`config.mk`:
```
export PLATFORM = sky130hd
export DESIGN_NAME = stream_mux
export DESIGN_NICKNAME = d
export VERILOG_FILES = /design/src/rtl/stream_mux_pkg.sv /design/src/rtl/stream_mux_rr_arbiter.sv /design/src/rtl/stream_mux.sv
export SDC_FILE = /design/constraint.sdc
export NUM_CORES = 1
export LEC_CHECK = 0
export CAP_MARGIN = 10
export CORE_MARGIN = 10
export CORE_UTILIZATION = 31
export DETAILED_ROUTE_END_ITERATION = 10
export MAX_ROUTING_LAYER = met4
export PLACE_DENSITY = 0.77
export SLEW_MARGIN = 20
export SYNTH_ARGS = -nofsm -noshare
export SYNTH_HDL_FRONTEND = slang
export SYNTH_SLANG_ARGS = --single-unit
```
`constraint.sdc`:
```
create_clock -name clk -period 1.66 [get_ports clk]
set_input_delay 0.332 -clock clk [delete_from_list [all_inputs] [get_ports clk]]
set_output_delay 0.332 -clock clk [all_outputs]
set_load 0.05 [all_outputs]
```
`src/rtl/stream_mux_pkg.sv`:
```
// stream_mux_pkg: shared state type and round-robin helper for stream_mux.
// Optional feature macro: STREAM_MUX_RR_EN (round-robin arbitration).
package stream_mux_pkg;

  typedef enum logic {IDLE, LOCKED} mux_state_e;

  // Upper bound on channel count the round-robin helper can search.
  localparam int RR_MAX_CH = 64;

  // First requesting index searching upward from (ptr+1) mod n.
  // Returns ptr unchanged when nothing requests.
  function automatic int next_rr(input int ptr, input logic [RR_MAX_CH-1:0] req, input int n);
    int   idx;
    logic found;
    next_rr = ptr;
    found   = 1'b0;
    for (int i = 1; i <= RR_MAX_CH; i++) begin
      if (i <= n) begin
        idx = (ptr + i) % n;
        if (!found && req[idx]) begin
          next_rr = idx;
          found   = 1'b1;
        end
      end
    end
  endfunction

endpackage

```
`src/rtl/stream_mux_rr_arbiter.sv`:
```
// rr_arbiter: round-robin winner selection with its own last-grant pointer.
// Only instantiated when STREAM_MUX_RR_EN is defined.
module rr_arbiter
  import stream_mux_pkg::*;
#(
  parameter int CHANNELS = 4,
  parameter int SEL_W    = $clog2(CHANNELS)
) (
  input  logic                i_clk,
  input  logic                i_rst,
  input  logic [CHANNELS-1:0] i_req,
  input  logic                i_update,
  output logic [SEL_W-1:0]    o_winner,
  output logic                o_any_req
);

  logic [SEL_W-1:0]     r_ptr;
  logic [RR_MAX_CH-1:0] w_req_ext;

  assign w_req_ext = RR_MAX_CH'(i_req);
  assign o_winner  = SEL_W'(next_rr(int'(r_ptr), w_req_ext, CHANNELS));
  assign o_any_req = |i_req;

  // Last-grant pointer starts at the top channel so channel 0 wins first.
  always_ff @(posedge i_clk or posedge i_rst) begin
    if (i_rst) begin
      r_ptr <= SEL_W'(CHANNELS - 1);
    end else if (i_update) begin
      r_ptr <= o_winner;
    end
  end

endmodule

```
`src/rtl/stream_mux.sv`:
```
// stream_mux: N-channel stream multiplexer with packet locking and a
// registered output stage. Define STREAM_MUX_RR_EN for round-robin
// arbitration; otherwise the channel is chosen by sel while idle.
module stream_mux
  import stream_mux_pkg::*;
#(
  parameter  int BUS      = 32,
  parameter  int CHANNELS = 4,
  localparam int SEL_W    = $clog2(CHANNELS)
) (
  input  logic                clk,
  input  logic                rst,
  input  logic [BUS-1:0]      in_data [CHANNELS],
  input  logic [CHANNELS-1:0] in_valid,
  input  logic [CHANNELS-1:0] in_last,
  output logic [CHANNELS-1:0] in_ready,
  input  logic [SEL_W-1:0]    sel,
  output logic [BUS-1:0]      out_data,
  output logic                out_valid,
  output logic                out_last,
  input  logic                out_ready,
  output logic [SEL_W-1:0]    grant,
  output logic                busy
);

  mux_state_e       r_state, w_state_nxt;
  logic [SEL_W-1:0] r_grant, w_grant_nxt;
  logic [BUS-1:0]   r_out_data;
  logic             r_out_valid;
  logic             r_out_last;

  logic             w_arb_go;
  logic [SEL_W-1:0] w_arb_idx;
  logic             w_arb_take;
  logic             w_rdy;
  logic             w_in_hs;
  logic             w_in_last;

`ifdef STREAM_MUX_RR_EN
  // sel is kept on the port list for a common interface but plays no part here.
  logic w_unused_sel;
  assign w_unused_sel = ^sel;

  rr_arbiter #(
    .CHANNELS (CHANNELS),
    .SEL_W    (SEL_W)
  ) u_rr_arbiter (
    .i_clk     (clk),
    .i_rst     (rst),
    .i_req     (in_valid),
    .i_update  (w_arb_take),
    .o_winner  (w_arb_idx),
    .o_any_req (w_arb_go)
  );
`else
  assign w_arb_idx = sel;
  assign w_arb_go  = (32'(sel) < CHANNELS) && in_valid[sel];
`endif

  assign w_arb_take = (r_state == IDLE) && w_arb_go;

  // The granted producer may push whenever the output slot is free or draining.
  assign w_rdy     = (r_state == LOCKED) && (!r_out_valid || out_ready);
  assign w_in_hs   = w_rdy && in_valid[r_grant];
  assign w_in_last = in_last[r_grant];
  assign in_ready  = w_rdy ? (CHANNELS'(1) << r_grant) : '0;

  assign out_data  = r_out_data;
  assign out_valid = r_out_valid;
  assign out_last  = r_out_last;
  assign grant     = r_grant;
  assign busy      = (r_state == LOCKED);

  // State and grant registers.
  always_ff @(posedge clk or posedge rst) begin
    if (rst) begin
      r_state <= IDLE;
      r_grant <= '0;
    end else begin
      r_state <= w_state_nxt;
      r_grant <= w_grant_nxt;
    end
  end

  // Next state: lock onto a channel while idle, release after its last beat.
  always_comb begin
    w_state_nxt = r_state;
    w_grant_nxt = r_grant;
    case (r_state)
      IDLE: begin
        if (w_arb_go) begin
          w_state_nxt = LOCKED;
          w_grant_nxt = w_arb_idx;
        end
      end
      LOCKED: begin
        if (w_in_hs && w_in_last) begin
          w_state_nxt = IDLE;
        end
      end
      default: w_state_nxt = IDLE;
    endcase
  end

  // Output register: load on input handshake, empty when drained with nothing new.
  always_ff @(posedge clk or posedge rst) begin
    if (rst) begin
      r_out_data  <= '0;
      r_out_valid <= 1'b0;
      r_out_last  <= 1'b0;
    end else if (w_in_hs) begin
      r_out_data  <= in_data[r_grant];
      r_out_last  <= w_in_last;
      r_out_valid <= 1'b1;
    end else if (r_out_valid && out_ready) begin
      r_out_valid <= 1'b0;
      r_out_last  <= 1'b0;
    end
  end

endmodule

```
After elaboration in Yosys (flattened, before gate mapping)
Index checks and enable logic that the tools add are counted.

Register bits: 37. Output and inout bits: 41. Logic and storage cells: 35. Input bits: 141.

$lt $le $gt $ge: 3. Muxes and demuxes: 16. Bitwise gates (word level): 2. Shifts and indexed selects: 1. Reductions and logical operators: 8.

Operators by type and width (number): binary-select mux 32 bit (select 2 bit) (1); two-way mux 32 bit (2); two-way mux 1 bit (8); binary-select mux 1 bit (select 2 bit) (3); less-than comparator 2 x 3 -> 1 bit, second input constant (2); logical AND 1 bit (4); two-way mux 4 bit (1); left shift 1 x 2 -> 4 bit, first input constant (1); greater-or-equal comparator 3 bit, second input constant (1); inverter 2 -> 3 bit (1); case mux 1 bit (2 select lines) (1); AND reduction 2 bit (1); nonzero test 2 bit (1); logical NOT 1 bit (1); logical OR 1 bit (1); inverter 1 bit (1).

Longest topological paths before layout
Gate-level depths: netlist of run 1.

Word-level depth: 7. Depth in mapped cells: 4. Gate-level depth less buffers: 3.

Worst setup path before layout of run 1
No wires, ideal clock.

Path type: register -> output. Start: register r_grant[1], in the netlist grant[1]. End: output port in_ready[2]. Arrival: 2.416 ns. Path buffers: 2. Cell stages (with the launch flop): 5. Required time: 1.328 ns. Setup slack: -1.088 ns. Cell sequence: dfrtp_1 buf_2 buf_1 inv_1 nor3_1.

Word-level cells in the longest chain between the ends: 2.

RTL lines: start, declared (RTL line stream_mux.sv:27) `logic [SEL_W-1:0] r_grant, w_grant_nxt;`; start signal, assigned (RTL line stream_mux.sv:81) `r_grant <= w_grant_nxt;`; left shift 1 x 2 -> 4 bit (RTL line stream_mux.sv:66) `assign in_ready = w_rdy ? (CHANNELS'(1) << r_grant) : '0;`; two-way mux 4 bit (RTL line stream_mux.sv:66); end, declared (RTL line stream_mux.sv:16) `output logic [CHANNELS-1:0] in_ready,`.

No other way between the ends.

Worst setup path in the final report of run 1
Start: register r_grant[0], in the netlist grant[0]. End: register r_out_data[17], in the netlist out_data[17].

Word-level cells in the longest chain between the ends: 4.

RTL lines: inverter 2 -> 3 bit (not written as such) (RTL line stream_mux.sv:112) `r_out_data <= in_data[r_grant];`; binary-select mux 32 bit (select 2 bit) (RTL line stream_mux.sv:112); two-way mux 32 bit (not written as such) (2 in series) (RTL line stream_mux.sv:112); end signal, assigned (RTL line stream_mux.sv:112); end, declared (RTL line stream_mux.sv:28) `logic [BUS-1:0] r_out_data;`.

Parallel ways exist; a longest one is shown, timed or not. The select of a mux whose other input is x is not followed. A chain may end at the register's enable or synchronous reset.

==> results of run 1 <==
## area by class of cell
cell class              instances  area [sq um]
fillers                       594          2920
clock inverters                 1          5.00
flip-flops and latches         37           931
clock buffers                   7          96.3
multi-input cells              83          1450
repair buffers                210          2150
well taps                     102           128
inverters                       2          11.3
## sequential cells by signal, summed over array words and instances (netlist names)
name / count
out_last: 1
out_valid: 1
grant: 2
out_data: 32
busy: 1
## worst max-delay path, cell delays in order, from the launching register on
cell and delay (ns):
dfrtp_2 0.40, mux4_2 0.56, nand3_4 0.14, buf_12 0.13, buf_12 0.13, mux2_4 0.30
## placed cells by master (no fill, tap or decap), types with 2 or more instances in the layout
cell,synthesis,routed
nor3_4,0,2
buf_4,0,50
mux2_4,28,32
nand2b_4,0,2
dfrtp_1,37,33
dlygate4sd2_1,0,6
a21bo_2,2,2
clkbuf_8,0,7
nand3_4,1,2
mux4_2,35,35
buf_12,3,15
mux2_2,6,2
dfrtp_2,0,4
clkdlybuf4s50_1,0,134
buf_6,4,3
## through the flow
step / utilization / TNS, ns / hold WS [ns] / setup WS [ns]
floorplan: - / -6.16 / 0.482 / -0.191
global placement: 0.580 / -13.72 / 0.494 / -0.403
detailed placement: 0.580 / -14.62 / 0.495 / -0.432
CTS: 0.611 / -3.13 / 0.378 / -0.124
global route: 0.620 / -4.70 / 0.402 / -0.169
finish: 0.620 / -2.95 / 0.384 / -0.116
## repair_timing
action / in CTS / in global routing
buffers inserted: 5 / 6
gates resized for setup: 20 / 5
endpoints found under the setup margin: 37 / 36
pin swaps: 3 / 4
gates cloned: 1 / 0
## cell usage after synthesis, drive strengths merged
library cell	count	area, sq um
a21boi	1	7.51
mux4	35	788
nor2	2	7.51
nand3	2	22.5
nand2	2	7.51
buf	9	114
mux2	34	488
dfrtp	37	926
nor3	2	10.0
inv	2	7.51
clkbuf	2	7.51
nand4	1	6.26
a21bo	2	20.0
nand2b	2	12.5
## report_power, final
group          switching [uW]  internal, uW
Sequential                335          1400
Clock                     295           375
Combinational            3450          3660
## cell families after synthesis
logic type             Yosys count
AOI/OAI and AO/OA                3
buffers and inverters           13
DFF                             37
muxes                           69
and+or+nand+nor                 11
## worst paths after layout
| check | end |
|---|---|
| max | out_data[17] |
| min | out_data[28] |
| max reg2reg | out_data[17] |
| min reg2reg | out_data[24] |
| max in group asynchronous | grant[0] |
| min in group clk | out_data[24] |
## routing by layer
layer,wire (um),up-vias,track usage
li1,-,954,-
met1,3130,991,0.153
met2,4580,112,0.270
met3,849,6,0.0631
met4,58,0,0.0339
met5,0,-,-
==> run_results.csv, run 1 <==
group,metric,value,unit
power_and_ir_drop,pwr_density_cell,2000,nW/um^2
hold_path,hold_path.class,"primary input to async pin",
global_route,grt.total_usage,0.152,
die,die_area,11800,sq um
sta,relSlewSlack,0.817,
sta,finalSetupViolations,31,
global_route,grt_first_pass_wirelength,13400,um
logic_synthesis,muxShareOfSynthArea,0.526,
die,io_pins,182,
logic_synthesis,seq_area_frac_synth,0.382,
sta,hold_violations,0,
finish,drive_above_1_share,0.479,
setup_path,crit_start,"grant[0]",
finish,fin_nets,480,
sta,fmax,563,MHz
global_route,overflow,0,
logic_synthesis,syn-cell-area,2420,sq um
clock_network,clk_path_buf_depth,2,
logic_synthesis,synth_cell_types,19,
sta,rsz0062_at_grt,"yes",
logic_synthesis,synth_top_family_by_area,"multiplexers",
routing,wl,8620,um
setup_path,critical_path.max_fanout,8,
global_route,antenna_found_initial,0,
setup_path,ff2ff_path_depth,5,
setup_path,rr_startpoint,"grant[0]",
die,die_h,108,um
sta,skew,0.00462,ns
power_and_ir_drop,p_leak,0.00204,uW
setup_path,crit_path_end_kind,"register",
outcome,status,"complete, but fails checks",
finish,stdcell_count,442,
power_and_ir_drop,vdd_drop_max,0.00101,V
setup_path,path_class,"register to register",
sta,worst_pin_slew,0.274,ns
logic_synthesis,synth-compound-area-share,0.0114,
placement,dp_hpwl,7310,um
finish,design_area,4760,sq um
routing,vias,2063,
setup_path,cp.arrival,1.94,ns
die,die_w,108,um
clock_network,cts.htree.levels,2,
placement,portBuffers,181,
placement,placed_cells,422,
run,drv_cap,0,
die,num_rows,32,
logic_synthesis,synthAdderAreaFrac,0,
sta,setup_ws,-0.116,ns
setup_path,r2r_setup_slack,-0.12,ns
global_route,first_global_vias,2549,
finish,n_antenna_cell,0,
logic_synthesis,ys_warn_count,0,
routing,drtIter0Drc,43,
routing,wire_per_inst,19.5,um
outcome,failed_checks,"negative setup slack",
setup_path,worst_ep_required_time,1.82,ns
sta,slew_viol_final,0,
clock_network,clk_latency,0.28,ns
logic_synthesis,synth_xor_area_frac,0,
clock_network,clock-sinks,37,
routing,remaining_drc_errors,0,
clock_network,cts_tree,"done",
logic_synthesis,syn_area_per_cell,18.2,sq um
routing,via_per_inst,4.67,
clock_network,cts-root-buf,"clkbuf_8",
finish,areaGrowthSynthToFinish,96.5,%
clock_network,cts_hold_buf,0,
placement,placed_area,4460,sq um
routing,drt_first_pass_iters,4,
power_and_ir_drop,p_total,9520,uW
sta,period_needed,1.78,ns
logic_synthesis,synth-simple-area-share,0.0273,
logic_synthesis,ys_ff_latch,37,
die,coreArea,7690,sq um
clock_network,clk_pin_slew,0.07,ns
routing,ant_nets,0,
logic_synthesis,synth_cells,133,
die,start_util,0.315,
placement,gp_congestion,0.794,
clock_network,cts_made_buffers,5,
global_route,grt_max_degree,38,
sta,period_share,1.07,
logic_synthesis,synth_nets,274,
setup_path,start_kind,"register",
Note: power is estimated with default switching activity, not from simulation.
==> run 2, diff against run 1 <==
--- a/config.mk
+++ b/config.mk
@@ -8,7 +8,9 @@
 export CAP_MARGIN = 10
 export CORE_MARGIN = 10
 export CORE_UTILIZATION = 31
+export CTS_BUF_LIST = sky130_fd_sc_hd__clkbuf_4 sky130_fd_sc_hd__clkbuf_8 sky130_fd_sc_hd__clkbuf_16
 export DETAILED_ROUTE_END_ITERATION = 10
+export HOLD_SLACK_MARGIN = 0.15
 export MAX_ROUTING_LAYER = met4
 export PLACE_DENSITY = 0.77
 export SLEW_MARGIN = 20
==> results of run 2 <==
The final DEF is identical to that of run 1; final timing and power are the same.
==> edit, RTL diff (settings of run 1) <==
Add a define of `STREAM_MUX_RR_EN`.
--- a/src/rtl/stream_mux.sv
+++ b/src/rtl/stream_mux.sv
@@ -1,6 +1,8 @@
 // stream_mux: N-channel stream multiplexer with packet locking and a
 // registered output stage. Define STREAM_MUX_RR_EN for round-robin
 // arbitration; otherwise the channel is chosen by sel while idle.
+`define STREAM_MUX_RR_EN
+
 module stream_mux
   import stream_mux_pkg::*;
 #(
Function: changed (a bounded check fails within 4 cycles, from zero or initial values and one cycle with rst high).
==> edit against run 1 <==
The flow still finishes with violations (negative setup slack). Power increased by 2.7%. Count of clock-buffer cells in the layout is 1 higher. Routed wire length grew 14%. Die area rose by 8.5%. Clock skew up 6.3 ps. Setup slack improved by 29 ps. Critical path depth did not move. Maximum frequency grew 1.7%. Cell area grew 5.5%. Sequential cell count grew 2. Non-clock buffer count grew 2. Area after synthesis rose by 10%. Largest cell class unchanged. Largest power group unchanged.
==> edit: results <==
export IMPL_yosysSeqAreaShare_pct=36.5
export IMPL_dp_cells=460
export IMPL_p_leak_nw=2.13
export IMPL_hold_class="primary input to async pin"
export IMPL_crit_fanout=7
export IMPL_cts_root_buffer_cell="clkbuf_8"
export IMPL_critPathMaxStageDelay_ps=530
export IMPL_cp_slowest_cell="mux4_2"
export IMPL_met1_usage_pct=15.2
export IMPL_n_antenna_cell=0
export IMPL_place_ws_ps=-428
export IMPL_numCtsBuffers=5
export IMPL_grt_pass1_vias=2664
export IMPL_cts_htree_levels=2
export IMPL_yosys_warnings=0
export IMPL_fin_skew_ps=10.9
export IMPL_vdd_drop_max_mv=0.998
export IMPL_final_layout_size_suffix_gt1_share_pct=43.2
export IMPL_violations="negative setup slack"
export IMPL_use_met2_pct=25.6
export IMPL_cts_path_max_buffers=2
export IMPL_antenna_found_initial=0
export IMPL_synth_common_cells="dfrtp_1 (37), mux4_2 (34), mux2_4 (28)"
export IMPL_setup_ws_ps=-86.2
export IMPL_synth_area_per_cell_um2=15.5
export IMPL_syn_num_nets=314
export IMPL_slew_violations=0
export IMPL_worst_pin_slew_ps=305
export IMPL_crit_arrival_ps=1910
export IMPL_place_congestion=0.754
export IMPL_cp_top_family="multiplexers"
export IMPL_final_net_count=517
export IMPL_wl_per_cell_um=20.3
export IMPL_wl_mm=9.79
export IMPL_port_buffers=179
export IMPL_finalSetupViolations=35
export IMPL_status="finished with violations"
export IMPL_grt_start_max_net_pins=40
export IMPL_hpwl_mm=7.93
export IMPL_synth_flop_cell="dfrtp_1"
export IMPL_grt_pass1_wl_mm=14.2
export IMPL_drtIter0Drc=89
export IMPL_grt_use_total_pct=14.4
export IMPL_drtPass1Iterations=4
export IMPL_avgViaCountPerCell=4.90
export IMPL_fillers=664
export IMPL_grt_util_met3_pct=3.80
export IMPL_synth_cell_types=37
export IMPL_insertion_delay_ps=290
export IMPL_ys_top_cells_by_area="dfrtp_1 (35%), mux4_2 (29%), mux2_4 (16%)"
export IMPL_async_reset_ff_share_pct=100
## edit: changes by cell type after synthesis, moves of 3 or more
cell             run 1  this run
a21oi_1              0         4
nand2b_1             2         5
nand2_1              2         6
buf_2                1         4
## edit: cell type report
cell class,instances,share of cell area (%)
flip-flops and latches,39,19.6
repair buffers,212,43.8
multi-input cells,114,32.1
inverters,4,0.299
clock buffers,8,1.59
well taps,105,2.61
## edit: timing repair
action                     in CTS  in global routing
pin swaps                       4                  3
setup endpoints to repair      40                 37
gates resized for setup        13                  0
buffers inserted                5                  5
gates cloned                    2                  2
hold buffers                    0                  0
## edit: final timing paths
path                         startpoint                    end  slack [ps]  depth (start not counted)
max                            grant[1]           out_data[23]         -90                          5
min                                 rst            out_data[7]         380                          3
max reg2reg                    grant[1]           out_data[23]         -90                          5
min reg2reg                out_data[29]           out_data[29]         510                          1
max in group asynchronous           rst  u_rr_arbiter.r_ptr[0]        1020                          3
min in group clk           out_data[29]           out_data[29]         510                          1
## edit: routing by layer
layer / vias to the layer above / part of all wire (%) / wire length [um]
met2: 112 / 53 / 5190
met1: 1141 / 38 / 3710
met3: 14 / 6.9 / 680
met4: 0 / 2.1 / 210
met5: - / 0 / 0
li1: 1093 / - / -
## edit: logic make-up after synthesis
logic type      count (synthesis)  synth area share, %
simple gates                   29                 6.73
buf+inv                        20                 5.93
mux                            66                 46.0
compound gates                 19                 4.81
flops                          39                 36.5
## edit: worst min-delay path, stage by stage
cell             delay [ps]
clkdlybuf4s50_1         410
inv_2                    70
buf_12                  220
## edit: where the power goes
| part | leakage (nW) | internal (mW) | switching (mW) | total, mW |
|---|---|---|---|---|
| combinational | 1.64 | 3.74 | 3.52 | 7.26 |
| clock | 0.0395 | 0.299 | 0.322 | 0.621 |
| sequential | 0.452 | 1.49 | 0.397 | 1.88 |
| total | 2.13 | 5.53 | 4.24 | 9.77 |
## edit: through the flow
| stage | hold slack, ps | TNS [ps] | area [um2] | utilization (%) |
|---|---|---|---|---|
| 3_5_place_dp | 495 | -15250 | 4730 | 57.0 |
| 2_1_floorplan | 535 | -5240 | 2760 | - |
| 5_1_grt | 412 | -3840 | 5030 | 60.6 |
| 4_1_cts | 386 | -2450 | 4940 | 59.5 |
| 6_report | 378 | -2160 | 5030 | 60.6 |
| 3_3_place_gp | 493 | -14580 | 4730 | 57.0 |
